`src/rtl/rsa_job_scheduler.sv`:
```
// Round-robin front end sharing one RSA modular-exponentiation engine between
// NREQ requesters; no job is granted until key generation reports done.
module rsa_job_scheduler #(
  parameter int NREQ    = 2,
  parameter int W       = 7,
  parameter int TIMEOUT = 255
) (
  input  logic                    clk,
  input  logic                    reset,
  input  logic                    key_done,
  input  logic [W-1:0]            e,
  input  logic [W-1:0]            d,
  input  logic [W-1:0]            n,
  input  logic [NREQ-1:0]         req_valid,
  input  logic [NREQ-1:0]         req_op,
  input  logic [NREQ*W-1:0]       req_data,
  output logic [NREQ-1:0]         req_ready,
  output logic                    eng_start,
  output logic [W-1:0]            eng_base,
  output logic [W-1:0]            eng_exp,
  output logic [W-1:0]            eng_mod,
  input  logic                    eng_done,
  input  logic [W-1:0]            eng_result,
  output logic                    rsp_valid,
  input  logic                    rsp_ready,
  output logic [W-1:0]            rsp_data,
  output logic [$clog2(NREQ)-1:0] rsp_id,
  output logic                    rsp_err,
  output logic                    busy
);

  localparam int IDW = $clog2(NREQ);
  localparam int SW  = IDW + 1;
  localparam int CW  = $clog2(TIMEOUT + 1);

  typedef enum logic [1:0] {IDLE, ISSUE, BUSY, RESP} state_t;

  state_t          state, state_nx;
  logic [IDW-1:0]  rr_ptr;
  logic [IDW-1:0]  grant;
  logic [IDW-1:0]  next_ptr;
  logic            any_req;
  logic [W-1:0]    sel_data;
  logic            sel_op;
  logic            accept;
  logic            reject;
  logic            timeout_hit;
  logic [CW-1:0]   cnt;

  // Round-robin scan starting at rr_ptr; lowest offset wins, hence the reverse loop.
  always_comb begin
    logic [IDW:0]   sum;
    logic [IDW-1:0] idx;
    grant   = '0;
    any_req = 1'b0;
    sum     = '0;
    idx     = '0;
    for (int k = NREQ - 1; k >= 0; k--) begin
      sum = {1'b0, rr_ptr} + SW'(k);
      if (sum >= SW'(NREQ)) sum = sum - SW'(NREQ);
      idx = sum[IDW-1:0];
      if (req_valid[idx]) begin
        grant   = idx;
        any_req = 1'b1;
      end
    end
  end

  assign sel_data    = req_data[grant*W +: W];
  assign sel_op      = req_op[grant];
  assign accept      = |(req_valid & req_ready);
  assign reject      = (sel_data >= n);
  assign timeout_hit = (cnt == CW'(TIMEOUT - 1));
  assign next_ptr    = (grant == IDW'(NREQ - 1)) ? '0 : grant + IDW'(1);

  always_ff @(posedge clk) begin
    if (reset) state <= IDLE;
    else       state <= state_nx;
  end

  always_comb begin
    state_nx = state;
    case (state)
      IDLE:  if (accept) state_nx = reject ? RESP : ISSUE;
      ISSUE: state_nx = BUSY;
      BUSY:  if (eng_done || timeout_hit) state_nx = RESP;
      RESP:  if (rsp_ready) state_nx = IDLE;
      default: state_nx = IDLE;
    endcase
  end

  always_comb begin
    req_ready = '0;
    if (state == IDLE && key_done && any_req && !reset) req_ready[grant] = 1'b1;
    eng_start = (state == ISSUE);
    rsp_valid = (state == RESP);
    busy      = (state != IDLE);
  end

  // Operands and response fields; the response is prefilled as an error on
  // reject so the IDLE->RESP shortcut needs no further update.
  always_ff @(posedge clk) begin
    if (reset) begin
      rr_ptr   <= '0;
      cnt      <= '0;
      eng_base <= '0;
      eng_exp  <= '0;
      eng_mod  <= '0;
      rsp_data <= '0;
      rsp_id   <= '0;
      rsp_err  <= 1'b0;
    end else begin
      if (accept) begin
        eng_base <= sel_data;
        eng_exp  <= sel_op ? d : e;
        eng_mod  <= n;
        rsp_id   <= grant;
        rsp_data <= '0;
        rsp_err  <= reject;
        rr_ptr   <= next_ptr;
      end
      if (state == ISSUE) begin
        cnt <= '0;
      end else if (state == BUSY) begin
        cnt <= cnt + CW'(1);
        if (eng_done) begin
          rsp_data <= eng_result;
          rsp_err  <= 1'b0;
        end else if (timeout_hit) begin
          rsp_data <= '0;
          rsp_err  <= 1'b1;
        end
      end
    end
  end

endmodule
```
`config.mk`:
```
export PLATFORM = sky130hd
export DESIGN_NAME = rsa_job_scheduler
export DESIGN_NICKNAME = d
export VERILOG_FILES = /design/src/rtl/rsa_job_scheduler.sv
export SDC_FILE = /design/constraint.sdc
export NUM_CORES = 1
export LEC_CHECK = 0
export CORE_MARGIN = 1.5
export CORE_UTILIZATION = 38
export CTS_CLUSTER_SIZE = 10
export DETAILED_ROUTE_END_ITERATION = 7
export PLACE_DENSITY = 0.76
export SYNTH_ARGS = -nofsm -noshare
export SYNTH_HDL_FRONTEND = slang
export SYNTH_SLANG_ARGS = --single-unit
```
`constraint.sdc`:
```
create_clock -name clk -period 2.3 [get_ports clk]
set_input_delay 0.46 -clock clk [delete_from_list [all_inputs] [get_ports clk]]
set_output_delay 0.46 -clock clk [all_outputs]
set_load 0.02 [all_outputs]
```
# Yosys cells after proc, flatten, opt, wreduce, memory -nomap -nowiden
# Index checks and enable logic that the tools add are counted.
# totals
register_bits,41
latchBits,0
mem_bits_rw,0
mem_bits_ro,0
input_bits,51
out_inout_bits,35
elab_cells,74
n_memories,0
# op_classes
n_addsub,5
multipliers,1
n_div,0
order_cmp,7
n_eq_ne,7
shift,1
n_mux,32
n_bitwise,1
n_reduce_logical,11
# ops
cell,count
$mux W7,6
$mux W1,19
$shiftx A14 B5 Y7,1
$mux W2,5
$add A8 B1 Y8 const B,1
$eq A8 B8 Y1 const B,1
$pmux W2 S4,1
$ge A7 B7 Y1,1
$lt A1 B2 Y1 const B,3
$eq A2 B2 Y1 const B,2
$logic_and A1 B1 Y1,4
$mul A1 B3 Y4 const B,1
$ne A2 B2 Y1 const B,2
$reduce_or A2 Y1,2
$reduce_and A3 Y1,1
$add A1 B1 Y2 const B,1
$and A2 B2 Y2,1
$eq A2 B1 Y1 const B,1
$ge A1 B2 Y1 const B,1
$ge A2 B2 Y1 const B,1
$logic_not A2 Y1,1
$ne A2 B1 Y1 const B,1
$reduce_bool A2 Y1,1
$sub A1 B1 Y1 const B,2
5 further kinds,5

# Logic depth before layout (Yosys ltp)
# Gate-level depths: netlist of run 1.
# logic_depth
depth_word,19
ltp_mapped,9
mapped_depth_nobuf,9

# Least setup slack after synthesis of run 1
# OpenSTA, ideal clock, no wires.
# synth_timing
kind,in2reg
startpoint,input req_valid[0]
endpoint,register state[1]
setup_time_ns,0.125
arrival_ns,2.079
required_time_ns,2.175
slack_ns,0.096
stages,9
path_cell_list,inv_1 > o21ai_4 > mux2_2 > ha_1 > a21o_1 > a31oi_1 > o21ai_0 > o211ai_1 > o31ai_1
# synth_via
word_cells_on_any_way,26
# synth_lines
element,line_no,source
"start, declared",14,"input logic [NREQ-1:0] req_valid,"
$mux W1 (not written as such) (2 in series),62,if (req_valid[idx]) begin
$mux W1,62,
$mux W1 *,62,
$mul A1 B3 Y4 *,69,assign sel_data = req_data[grant*W +: W];
$shiftx A14 B5 Y7 *,69,
via sel_data[2],43,logic [W-1:0] sel_data;
$ge A7 B7 Y1 *,72,assign reject = (sel_data >= n);
$mux W2 * (2 in series),84,IDLE: if (accept) state_nx = reject ? RESP : ISSUE;
$pmux W2 S4 *,83,case (state)
"end signal, assigned",78,else state <= state_nx;
"end, declared",38,"state_t state, state_nx;"
# Mark *: on every way through the listed nets, which the timed path passes. The rest lies on a longest branch. The select of a mux whose other input is x is not followed.
# A chain may end at the register's enable or synchronous reset.

# Worst setup path in the final report of run 1
# layout_timing
startpoint,register state[0]
endpoint,output busy
# layout_via
elab_chain_len,1
# layout_rtl
element,line_no,source
$reduce_bool A2 Y1,97,busy = (state != IDLE);
"end, declared",29,output logic busy
# Every way passes these cells.

==> results of run 1 <==
-- state kept, by name (all words and copies together), names as in the netlist --
register	count
eng_exp	7
eng_mod	7
rr_ptr	1
rsp_err	1
rsp_id	1
state	2
eng_base	7
rsp_data	7
cnt	8
-- report_power, final --
| part | leakage (nW) | switching (mW) | internal, mW |
|---|---|---|---|
| Combinational | 0.886 | 0.426 | 0.438 |
| Sequential | 0.334 | 0.0661 | 0.812 |
| Clock | 0.0395 | 0.235 | 0.216 |
| Total | 1.26 | 0.727 | 1.47 |
-- cell families after synthesis --
group | after synthesis
AND/OR/NAND/NOR | 80
flip-flops | 41
AO/OA/AOI/OAI | 39
buffers and inverters | 23
multiplexers | 15
adder cells (fa/ha/maj) | 14
XOR/XNOR | 6
-- layer usage --
layer  global-route usage, %  routed length, µm
met2                    28.8               2180
met3                    6.22                353
met1                    24.5               2410
met4                    5.36                 31
met5                       0                  0
-- repair_timing --
item	4_1_cts	5_1_grt
setup endpoints to repair	4	2
buffers inserted	2	0
pin swaps	3	2
cloned	0	0
resized for setup	16	4
-- cell type report --
class,instances,area (µm²)
fillers,446,1970
repair buffers,99,966
flip-flops and latches,41,821
multi-input cells,154,1130
well taps,70,87.6
inverters,13,48.8
clock buffers,8,80.1
-- worst register-to-register path: stages (launching register included) --
cell and delay [ns]:
dfxtp_1 0.35, o21ai_4 0.16, buf_12 0.14, buf_6 0.09, mux2_2 0.34, ha_1 0.19
a21o_1 0.16, a31oi_1 0.15, o21ai_1 0.11, o211ai_1 0.17, o31ai_1 0.09
-- final timing paths --
kind / to / cells after the start / slack [ns]
setup / recovery: busy / 4 / 0.16
hold / removal: eng_base[5] / 2 / 0.48
setup reg to reg: state[1] / 10 / 0.23
hold reg to reg: eng_base[5] / 2 / 0.48
-- cell usage in the layout, fill, tap and decap left out, drive strengths merged, types with 2 or more instances in the layout --
cell type,netlist,layout
a211oi,9,9
a21oi,3,3
a22o,7,7
a31oi,2,2
and3,2,2
buf,3,14
clkbuf,7,10
clkdlybuf4s50,0,81
dfxtp,41,41
ha,14,14
inv,13,13
mux2,6,6
mux2i,9,9
nand2,21,21
nand2b,3,3
nand3,2,2
nand3b,14,14
nand4,5,5
nor2,23,23
nor2b,2,2
nor3,4,4
o21ai,11,11
or3,2,2
xor2,5,5
-- per-stage QoR --
stage	cells	instance area [µm²]
CTS	385	3140
global placement	375	2990
detailed placement	375	2990
finish	385	3140
global route	385	3140
floorplan	218	2000
==> reports/metrics.csv, run 1 <==
stage;metric;value;unit
layout;drive_above_1_share;12.7;%
yosys;yosysSeqAreaShare;41.0;%
routing;drt_iter0_drc;58;
critical_path;crit_top_cell;inv_1;
die;dieArea;5710;µm²
yosys;syn_area;2000;µm²
power_and_ir_drop;ir_worst_vdd;0.396;mV
yosys;synth_mux_area_share;8.51;%
critical_path;slowest_delay;0.60;ns
cts;clk_latency;0.29;ns
layout;final_nets;379;
sta;final_hold_viol_count;0;
yosys;postSynthAreaPerCell;9.18;µm²
critical_path;slowest_stage;clkdlybuf4s50_1;
sta;relSlewSlack;68.3;%
yosys;syn_nets;283;
sta;fmax;0.467;GHz
cts;hold_buffers;0;
routing;ant_nets;0;
die;start_util;39.2;%
sta;maxSlewViolCount;0;
placed_design;place_hpwl;3740;µm
critical_path;cp_max_fo;4;
yosys;synthSimpleGateAreaFrac;20.6;%
critical_path;path_class;reg2out;
worst_hold_path;hp-start;eng_base[5];
sta;final.setup.tns;0;ns
sta;hold_ws;0.479;ns
critical_path;crit_chain;inv_1, ha_1, inv_1, clkdlybuf4s50_1;
critical_path;critPathLaunch;state[0];
routing;drc;0;
power_and_ir_drop;p_leak;1.26;nW
critical_path;end_kind;output port;
routing;avgViaCountPerCell;4.92;
yosys;netlist_instances;218;
cts;cts_tree;built;
cts;cts_buffer_depth;2;
sta;skew;0.00747;ns
yosys;synth-compound-area-share;14.0;%
die;die_h;75.6;µm
routing;dr.pass1.iters;4;
yosys;synth-adder-area-share;8.76;%
die;rows;26;
sta;rsz0062_at_grt;false;
placed_design;place_congestion;0.778;
placed_design;portBuffers;85;
critical_path;reg2reg_from;rr_ptr;
flow_run;max-cap-violations;0;
cts;cts_sinks;41;
global_routing;grt_start_max_net_pins;25;
cts;h-tree-depth;2;
critical_path;worstSetupStartpointType;flop;
routing;drt_wl_total;4980;µm
placed_design;pre_cts_ws;-0.557;ns
yosys;synth_top_cell_by_area;dfxtp_1;
sta;worstMarginPinSlew;0.474;ns
power_and_ir_drop;p_total;2.19;mW
sta;setup_ws;0.160;ns
global_routing;grt_pass1_wl;7870;µm
yosys;synth_top_family_by_area;simple AND/OR/NAND/NOR gates;
worst_hold_path;hold_path.class;reg2reg;
yosys;ys_top_cells_by_count;dfxtp_1 (41), nor2_1 (23), nand2_1 (21), ha_1 (14), nand3b_1 (14);
global_routing;gr-total-overflow;0;
layout;area_delta_synth_final;56.8;%
global_routing;antenna_found_initial;0;
yosys;synth_warnings;0;
sta;fin_crit;2.14;ns
critical_path;arrival;1.68;ns
critical_path;cp.required;1.84;ns
critical_path;cpLargestDelayFamily;buffers and inverters;
yosys;synth_xor_area_share;2.63;%
yosys;netlist_top_cells_area;dfxtp_1 (41%), ha_1 (8.8%), nand3b_1 (5.3%), nor2_1 (4.3%), mux2i_1 (4.0%);
die;die_width;75.6;µm
yosys;synth_top_area_share;41.0;%
yosys;async_reset_ff_share;0;%
yosys;synth-edff-count;0;
power_and_ir_drop;power_density;699;nW/µm²
layout;insertedDiodeCount;0;
routing;via_count;1894;
die;io_pins;86;
die;core-area;5110;µm²
yosys;yosysMostFrequentCell;dfxtp_1;
yosys;netlist-cell-type-count;36;
cts;cts_root_buf;clkbuf_8;
sta;setup_viol;0;
sta;period_share;93.0;%
routing;wl_per_cell;12.9;µm
cts;path_clk_slew;0.08;ns
global_routing;grt_pass1_vias;1708;
layout;fin_util;61.4;%
yosys;ys_ff_latch;41;
cts;cts_buffers;5;
yosys;ys.flop_type;dfxtp_1;
critical_path;crit_buf_inv;3;
global_routing;grt_usage;18.5;%
outcome;run_status;completed;
Power figures use the tool's default switching activity.
==> run 2: changes to the inputs <==
HOLD_SLACK_MARGIN = 0.1   (was unset)
==> results of run 2 <==
Final layout, timing and power as in run 1 (identical DEF).
